## src/rtl/smp_pkg.sv

```systemverilog
// Shared definitions for the simple 8-bit processor: control FSM states,
// instruction classes, opcode values, ALU select codes and datapath mux
// encodings. Imported by the control unit, the opcode decoder, the ALU and
// the datapath.
package smp_pkg;

  typedef enum logic [3:0] {
    StFetch1, StFetch2, StFetch3, StDecode, StAddr1, StAddr2,
    StOprd, StExec, StStore1, StStore2, StHalt
  } state_e;

  typedef enum logic [2:0] {
    ClsNone, ClsImplied, ClsMemAlu, ClsStore, ClsJump, ClsCondJump, ClsHalt
  } instr_cls_e;

  localparam logic [3:0] OpNop  = 4'h0;
  localparam logic [3:0] OpLdac = 4'h1;
  localparam logic [3:0] OpStac = 4'h2;
  localparam logic [3:0] OpAdd  = 4'h3;
  localparam logic [3:0] OpSub  = 4'h4;
  localparam logic [3:0] OpAnd  = 4'h5;
  localparam logic [3:0] OpOr   = 4'h6;
  localparam logic [3:0] OpXor  = 4'h7;
  localparam logic [3:0] OpInac = 4'h8;
  localparam logic [3:0] OpClac = 4'h9;
  localparam logic [3:0] OpNot  = 4'hA;
  localparam logic [3:0] OpJump = 4'hB;
  localparam logic [3:0] OpJmpz = 4'hC;
  localparam logic [3:0] OpJpnz = 4'hD;
  localparam logic [3:0] OpRsvd = 4'hE;
  localparam logic [3:0] OpHalt = 4'hF;

  localparam logic [6:0] AluClr  = 7'b000_0000;
  localparam logic [6:0] AluPass = 7'b000_0100;
  localparam logic [6:0] AluAdd  = 7'b000_0101;
  localparam logic [6:0] AluInc  = 7'b000_1001;
  localparam logic [6:0] AluSub  = 7'b000_1011;
  localparam logic [6:0] AluAnd  = 7'b100_0000;
  localparam logic [6:0] AluXor  = 7'b101_0000;
  localparam logic [6:0] AluOr   = 7'b110_0000;
  localparam logic [6:0] AluNot  = 7'b111_0000;

  localparam logic BusDr   = 1'b0;
  localparam logic BusAc   = 1'b1;
  localparam logic ArSrcPc = 1'b0;
  localparam logic ArSrcDr = 1'b1;

endpackage

```

## src/rtl/smp_op_decode.sv

```systemverilog
// Combinational opcode decoder.
// Ports:
//   opcode  in  4 : ir[7:4]
//   cls     out   : instruction class steering the control FSM
//   alu_sel out 7 : ALU code used in DECODE (implied-AC ops) or EXEC (memory-ALU ops)
module smp_op_decode
  import smp_pkg::*;
(
  input  logic [3:0] opcode,
  output instr_cls_e cls,
  output logic [6:0] alu_sel
);

  always_comb begin
    cls     = ClsNone;
    alu_sel = AluClr;
    case (opcode)
      OpLdac: begin cls = ClsMemAlu;   alu_sel = AluPass; end
      OpStac: cls = ClsStore;
      OpAdd:  begin cls = ClsMemAlu;   alu_sel = AluAdd;  end
      OpSub:  begin cls = ClsMemAlu;   alu_sel = AluSub;  end
      OpAnd:  begin cls = ClsMemAlu;   alu_sel = AluAnd;  end
      OpOr:   begin cls = ClsMemAlu;   alu_sel = AluOr;   end
      OpXor:  begin cls = ClsMemAlu;   alu_sel = AluXor;  end
      OpInac: begin cls = ClsImplied;  alu_sel = AluInc;  end
      OpClac: begin cls = ClsImplied;  alu_sel = AluClr;  end
      OpNot:  begin cls = ClsImplied;  alu_sel = AluNot;  end
      OpJump: cls = ClsJump;
      OpJmpz: cls = ClsCondJump;
      OpJpnz: cls = ClsCondJump;
      OpHalt: cls = ClsHalt;
      default: cls = ClsNone;  // NOP and the reserved opcode
    endcase
  end

endmodule

```

## src/rtl/smp_control_unit.sv

```systemverilog
// Fetch/decode/execute sequencer with memory request/ready handshake and
// wait-state timeout.
// Ports:
//   clk, reset (sync, active-high)
//   ir[7:0], z, mem_ready                       : status inputs
//   mem_rd, mem_wr                              : memory requests (address AR, write data DR)
//   ar_ld, ar_src, pc_inc, pc_ld, dr_ld, ir_ld,
//   ac_ld, z_ld, bus_sel, alu_sel[6:0]          : datapath controls
//   halted, err                                 : HALT state, sticky memory timeout
module smp_control_unit
  import smp_pkg::*;
#(
  parameter int unsigned WAIT_LIMIT = 15
) (
  input  logic       clk,
  input  logic       reset,
  input  logic [7:0] ir,
  input  logic       z,
  input  logic       mem_ready,
  output logic       mem_rd,
  output logic       mem_wr,
  output logic       ar_ld,
  output logic       ar_src,
  output logic       pc_inc,
  output logic       pc_ld,
  output logic       dr_ld,
  output logic       ir_ld,
  output logic       ac_ld,
  output logic       z_ld,
  output logic       bus_sel,
  output logic [6:0] alu_sel,
  output logic       halted,
  output logic       err
);

  localparam int unsigned CntW = (WAIT_LIMIT < 1) ? 1 : $clog2(WAIT_LIMIT + 1);
  localparam logic [CntW-1:0] LimitCnt = CntW'(WAIT_LIMIT);

  state_e          state_q, state_d;
  logic [CntW-1:0] wait_q, wait_d;
  logic            err_q, err_d;
  instr_cls_e      cls;
  logic [6:0]      dec_alu_sel;
  logic            branch_taken;
  logic            unused_ir;

  assign unused_ir = ^ir[3:0];

  smp_op_decode u_op_decode (
    .opcode  (ir[7:4]),
    .cls     (cls),
    .alu_sel (dec_alu_sel)
  );

  assign branch_taken = (ir[7:4] == OpJmpz) ? z : !z;

  always_ff @(posedge clk) begin
    if (reset) begin
      state_q <= StFetch1;
      wait_q  <= '0;
      err_q   <= 1'b0;
    end else begin
      state_q <= state_d;
      wait_q  <= wait_d;
      err_q   <= err_d;
    end
  end

  always_comb begin
    state_d = state_q;
    wait_d  = '0;  // any non-wait state rearms the counter for the next access
    err_d   = err_q;
    mem_rd  = 1'b0;
    mem_wr  = 1'b0;
    ar_ld   = 1'b0;
    ar_src  = ArSrcPc;
    pc_inc  = 1'b0;
    pc_ld   = 1'b0;
    dr_ld   = 1'b0;
    ir_ld   = 1'b0;
    ac_ld   = 1'b0;
    z_ld    = 1'b0;
    bus_sel = BusDr;
    alu_sel = AluClr;
    halted  = 1'b0;
    err     = err_q;

    case (state_q)
      StFetch1: begin
        ar_ld   = 1'b1;
        state_d = StFetch2;
      end
      StFetch2: begin
        mem_rd = 1'b1;
        if (mem_ready) begin
          dr_ld   = 1'b1;
          pc_inc  = 1'b1;
          state_d = StFetch3;
        end
      end
      StFetch3: begin
        ir_ld   = 1'b1;
        state_d = StDecode;
      end
      StDecode: begin
        state_d = StFetch1;
        case (cls)
          ClsImplied: begin
            ac_ld   = 1'b1;
            z_ld    = 1'b1;
            alu_sel = dec_alu_sel;
          end
          ClsHalt: state_d = StHalt;
          ClsCondJump: begin
            if (branch_taken) begin
              ar_ld   = 1'b1;
              state_d = StAddr1;
            end else begin
              pc_inc = 1'b1;  // step over the unused operand byte
            end
          end
          ClsMemAlu, ClsStore, ClsJump: begin
            ar_ld   = 1'b1;
            state_d = StAddr1;
          end
          default: state_d = StFetch1;
        endcase
      end
      StAddr1: begin
        mem_rd = 1'b1;
        if (mem_ready) begin
          dr_ld   = 1'b1;
          pc_inc  = 1'b1;
          state_d = StAddr2;
        end
      end
      StAddr2: begin
        if (cls == ClsJump || cls == ClsCondJump) begin
          pc_ld   = 1'b1;
          state_d = StFetch1;
        end else begin
          ar_ld   = 1'b1;
          ar_src  = ArSrcDr;
          state_d = (cls == ClsStore) ? StStore1 : StOprd;
        end
      end
      StOprd: begin
        mem_rd = 1'b1;
        if (mem_ready) begin
          dr_ld   = 1'b1;
          state_d = StExec;
        end
      end
      StExec: begin
        ac_ld   = 1'b1;
        z_ld    = 1'b1;
        alu_sel = dec_alu_sel;
        state_d = StFetch1;
      end
      StStore1: begin
        bus_sel = BusAc;
        dr_ld   = 1'b1;
        state_d = StStore2;
      end
      StStore2: begin
        mem_wr = 1'b1;
        if (mem_ready) state_d = StFetch1;
      end
      StHalt: halted = 1'b1;
      default: state_d = StFetch1;
    endcase

    // Timeout: a ready arriving on the limit cycle still completes the access.
    if ((state_q inside {StFetch2, StAddr1, StOprd, StStore2}) && !mem_ready) begin
      if (wait_q == LimitCnt) begin
        state_d = StHalt;
        err_d   = 1'b1;
      end else begin
        wait_d = wait_q + CntW'(1);
      end
    end

    if (reset) begin
      mem_rd  = 1'b0;
      mem_wr  = 1'b0;
      ar_ld   = 1'b0;
      ar_src  = 1'b0;
      pc_inc  = 1'b0;
      pc_ld   = 1'b0;
      dr_ld   = 1'b0;
      ir_ld   = 1'b0;
      ac_ld   = 1'b0;
      z_ld    = 1'b0;
      bus_sel = 1'b0;
      alu_sel = '0;
      halted  = 1'b0;
      err     = 1'b0;
    end
  end

endmodule
```

## config.mk

```make
export PLATFORM = sky130hd
export DESIGN_NAME = smp_control_unit
export DESIGN_NICKNAME = d
export VERILOG_FILES = /design/src/rtl/smp_pkg.sv /design/src/rtl/smp_op_decode.sv /design/src/rtl/smp_control_unit.sv
export SDC_FILE = /design/constraint.sdc
export NUM_CORES = 1
export LEC_CHECK = 0
export CELL_PAD_IN_SITES_DETAIL_PLACEMENT = 0
export CELL_PAD_IN_SITES_GLOBAL_PLACEMENT = 1
export CORE_UTILIZATION = 33
export DETAILED_ROUTE_END_ITERATION = 10
export GPL_TIMING_DRIVEN = 1
export PLACE_DENSITY = 0.91
export SYNTH_ARGS = -nofsm -noshare
export SYNTH_HDL_FRONTEND = slang
export SYNTH_SLANG_ARGS = --single-unit
```

## constraint.sdc

```tcl
create_clock -name clk -period 3.55 [get_ports clk]
set_input_delay 0.8875 -clock clk [delete_from_list [all_inputs] [get_ports clk]]
set_output_delay 0.8875 -clock clk [all_outputs]
set_load 0.005 [all_outputs]
```

* Yosys cells after proc, flatten, opt, wreduce, memory -nomap -nowiden *
Index checks and enable logic that the tools add are counted.

storage, ports and cells
  register bits = 9
  input port bits = 12
  output and inout port bits = 20
  word-level logic and storage cells = 98

operators by class
  add/subtract/negate cells = 1
  equal/unequal tests = 31
  muxes and demuxes = 48
  bitwise operators = 1
  reductions and logical operators = 14

operator list
  cell                                                  number
  one-hot mux 7 bit (8 select lines)                    1
  equality test 4 bit (second input constant)           11
  one-hot mux 4 bit (10 select lines)                   1
  equality test 4 x 3 -> 1 bit (second input constant)  8
  2-to-1 mux 4 bit                                      8
  2-to-1 mux 1 bit                                      27
  one-hot mux 3 bit (6 select lines)                    1
  equality test 4 x 2 -> 1 bit (second input constant)  4
  2-to-1 mux 7 bit                                      2
  one-hot mux 7 bit (2 select lines)                    1
  one-hot mux 4 bit (3 select lines)                    1
  OR reduction 3 bit                                    4
  equality test 3 bit (second input constant)           3
  equality test 4 x 1 -> 1 bit (second input constant)  2
  one-hot mux 1 bit (2 select lines)                    4
  equality test 3 x 2 -> 1 bit (second input constant)  2
  OR reduction 6 bit                                    1
  adder 4 x 1 -> 4 bit (second input constant)          1
  logical NOT 4 bit                                     1
  nonzero test 4 bit                                    1
  OR reduction 2 bit                                    2
  equality test 3 x 1 -> 1 bit (second input constant)  1
  2-to-1 mux 3 bit                                      1
  one-hot mux 1 bit (3 select lines)                    1
  5 further kinds                                       6

* Longest topological paths before layout *
  depth after elaboration = 9
  gate-level depth with buffers = 6
  depth with buffers taken out = 4

* By module *
A second synthesis with hierarchy kept.

second synthesis, totals
  cell total of the unflattened synthesis = 125
  area, all modules = 934.6 um^2

modules (own cells, without submodules)
  module            times used  cells each  area each (um^2)
  smp_control_unit  1           104         782.0
  smp_op_decode     1           21          152.6

* Worst setup path before layout *
Ideal clock, no wire load.

  path kind = input to output
  start point = input port reset
  end point = output port z_ld
  arrival = 1846 ps
  required time = 2663 ps
  path slack = 817 ps
  stages on the path = 5
  buffers on the path = 3
  path through = clkbuf_1 > or3_1 > clkbuf_1 > nor2_1 > buf_4

on the way
  cells in the longest elaborated chain, start to end = 1

RTL lines
  element             RTL line                RTL
  start: declaration  smp_control_unit.sv:16  input logic reset,
  2-to-1 mux 1 bit    n/a
  end: declaration    smp_control_unit.sv:29  output logic z_ld,

No other way between the ends.

* Worst setup path after layout *
  start point = input port reset
  end point = output port alu_sel[2]

on the way
  cells in the longest elaborated chain, start to end = 1

RTL lines
  element           RTL line                 RTL
  2-to-1 mux 7 bit  smp_control_unit.sv:183  if (reset) begin
  end: declaration  smp_control_unit.sv:31   output logic [6:0] alu_sel,

No other way between the ends.

==> flow_summary.toml <==
[outcome]
status = "finished, final reports clean"

[global_route]
overflow = 0
grt_pass1_vias = 898
grt_max_degree = 18
grt_util_all_layers_pct = 17.1
antenna_found_initial = 0
grt_pass1_wl_mm = 3.86

[power_and_ir_drop]
clkPwrFrac_pct = 27.7
swShare_pct = 32.6
p_leak_uw = 0.000533
seqPwrFrac_pct = 38.4
vdd_drop_max_uv = 352
pwr-share-comb_pct = 33.8
p_per_area_nw_per_um2 = 220
p_int_uw = 197
finalPower_uw = 292
power.switching_uw = 95.3

[clock_tree]
numCtsBuffers = 3
clk_latency_ps = 270
clock_sinks = 9
cts-root-buf = "clkbuf_4"
path_clk_slew_ps = 60
cts_max_path_buffers = 2
cts_max_level = 1
cts_tree = "built"

[worst_setup_path]
crit_path_max_incr_delay_ps = 550
worstSetupPathType = "in2out"
startpoint = "reset"
crit_arrival_ps = 2610
slowest_stage = "or4_4"
start_kind = "input port"
reg2reg_from = "state_q[2]"
path_common_cell = "clkdlybuf4s50_1"
crit_family = "buffers and inverters"
critPathMaxFanout = 4
crit_required_ps = 2660
endpoint_kind = "output pin"
path_cells = "clkdlybuf4s50_1, or4_4, nor3b_2, clkdlybuf4s50_1"
path_buf_inv = 2

[layout]
diodes = 0
areaGrowthSynthToFinish_pct = 43.6
fillers = 272
final_area_um2 = 1330
nets = 177
final_common_cell = "clkdlybuf4s50_1"
drive_gt1_share_pct = 17.2
layout_common_cells = "clkdlybuf4s50_1, nor2_1, buf_4"
post-route-util_pct = 51.7

[timing]
drv_slew = 0
fmax_mhz = 286
rsz0062_at_grt = "false"
whs_ps = 451
finalSetupViolCount = 0
finalCritPeriodShare_pct = 98.4
max_slew_margin_pct = 66.3
clock-skew-final_ps = 3.65
worst_pin_slew_ps = 504
min_period_ps = 3490
setup-tns-final_ps = 0
finalHoldViolations = 0

[synth]
synth_nets = 144
yosys_warnings = 0
syn-cell-area_um2 = 923
syn_inst = 131
synth-xor-area-share_pct = 4.74
muxShareOfSynthArea_pct = 1.08
synth_compound_area_share_pct = 20.7
synth_top_family_by_area = "simple AND/OR/NAND/NOR gates"
synth_seq_area_share_pct = 19.5
postSynthAreaPerCell_um2 = 7.05
synth-adder-area-share_pct = 1.36
ys_types = 43
ys_ff_latch = 9
synth-simple-area-share_pct = 44.2

[route]
first_pass_iters = 4
dr_total_vias = 1043
wl_per_cell_um = 12.7
wl_mm = 2.46
post-route-drc-count = 0
drt_iter0_drc = 24
via_per_inst = 5.40
ant_nets = 0

[die]
die_w_um = 54.9
core_um2 = 2570
io_pins = 32
start_util_pct = 36.0
dieArea_um2 = 3010
rows = 18
die_y_um = 54.9

[place]
place_area_um2 = 1270
finalWeightedCongestion = 0.781
portBuffers = 27
dpl.hpwl_mm = 1.81

[worst_hold_path]
holdCritPathClass = "reg2reg"
hp-start = "wait_q[0]"

[run]
drv_cap = 0
==> metal layers <==
layer,global-route usage [%],up-vias,wire length [um]
met4,0.833,0,0
met1,24.3,490,1210
met2,27.5,22,1170
met3,4.10,0,78
met5,0,-,0
li1,-,531,-
==> per-stage QoR <==
stage,worst slack [ps],std cells
floorplan,817,131
global placement,-41.0,189
detailed placement,-87.6,189
CTS,3.88,193
global route,3.81,193
finish,55.4,193
==> what timing repair did <==
action | 4_1_cts | 5_1_grt
setup buffers | 0 | 0
pin swaps | 0 | 2
endpoints found under the hold margin | 0 | 0
setup endpoints to repair | 1 | 9
resized for setup | 2 | 10
gates cloned | 0 | 0
hold buffers | 0 | 0
==> registers in the layout, indices dropped and copies added, names as in the netlist <==
signal / cells
state_q: 4
err_q: 1
wait_q: 4
==> power groups by stage <==
stage | clock network, uW | logic [uW] | registers [uW]
finish | 81.1 | 98.9 | 112
global route | 90.6 | 111 | 113
CTS | 83.4 | 96.9 | 112
detailed placement | 0 | 96.7 | 114
global placement | 0 | 94.9 | 114
floorplan | 0 | 65.3 | 110
==> Yosys cell counts <==
cell,count,area [um2]
o211ai_1,3,22.5
and3_1,1,6.26
a211oi_1,2,15.0
buf_6,1,11.3
or3b_4,1,11.3
or3b_1,1,8.76
a31oi_1,4,25.0
and3b_1,1,8.76
or3_1,1,6.26
o21ai_1,1,5.00
dfxtp_1,9,180
o21ai_0,4,20.0
a22oi_1,1,7.51
nor4_1,4,25.0
xnor2_1,3,26.3
mux2i_1,1,10.0
nor3b_1,5,37.5
and2_1,1,6.26
a211o_1,1,8.76
a22o_1,1,8.76
nor3_2,1,10.0
xor2_1,2,17.5
a21o_1,4,30.0
o22a_1,1,8.76
nor2_1,16,60.1
nand4_1,1,6.26
clkbuf_1,4,15.0
nand2_1,6,22.5
ha_1,1,12.5
or4_1,1,7.51
inv_1,2,7.51
buf_2,5,25.0
nor3_1,7,35.0
or2_1,2,12.5
nand3_1,3,15.0
nor4_2,1,12.5
buf_1,1,3.75
a21oi_1,8,40.0
nor2b_1,5,31.3
nand3b_1,2,15.0
buf_4,2,15.0
nor4bb_1,2,20.0
nand2b_1,8,50.1
==> cell families (layout without fill, tap and decap cells) <==
family / Yosys count / count (layout)
AO/OA/AOI/OAI: 30 / 30
XOR/XNOR: 5 / 5
adder cells (fa/ha/maj): 1 / 1
buffers and inverters: 15 / 47
flip-flops: 9 / 9
multiplexers: 1 / 1
AND/OR/NAND/NOR: 70 / 70
==> final timing paths <==
path / depth (start not counted) / slack [ps] / end
setup / recovery: 4 / 60 / alu_sel[2]
setup reg to reg: 4 / 1840 / wait_q[3]
hold / removal: 1 / 450 / wait_q[0]
hold reg to reg: 1 / 450 / wait_q[0]
==> final cells by class <==
cell class	instances	area, um2	area share, %
inverter	2	7.51	0.566
clock inverter	1	5.00	0.377
sequential	9	180	13.6
multi-input combinational	107	692	52.2
clock buffer	3	22.5	1.70
tap	30	37.5	2.83
timing repair buffer	41	382	28.8
Power figures use the tool's default switching activity.
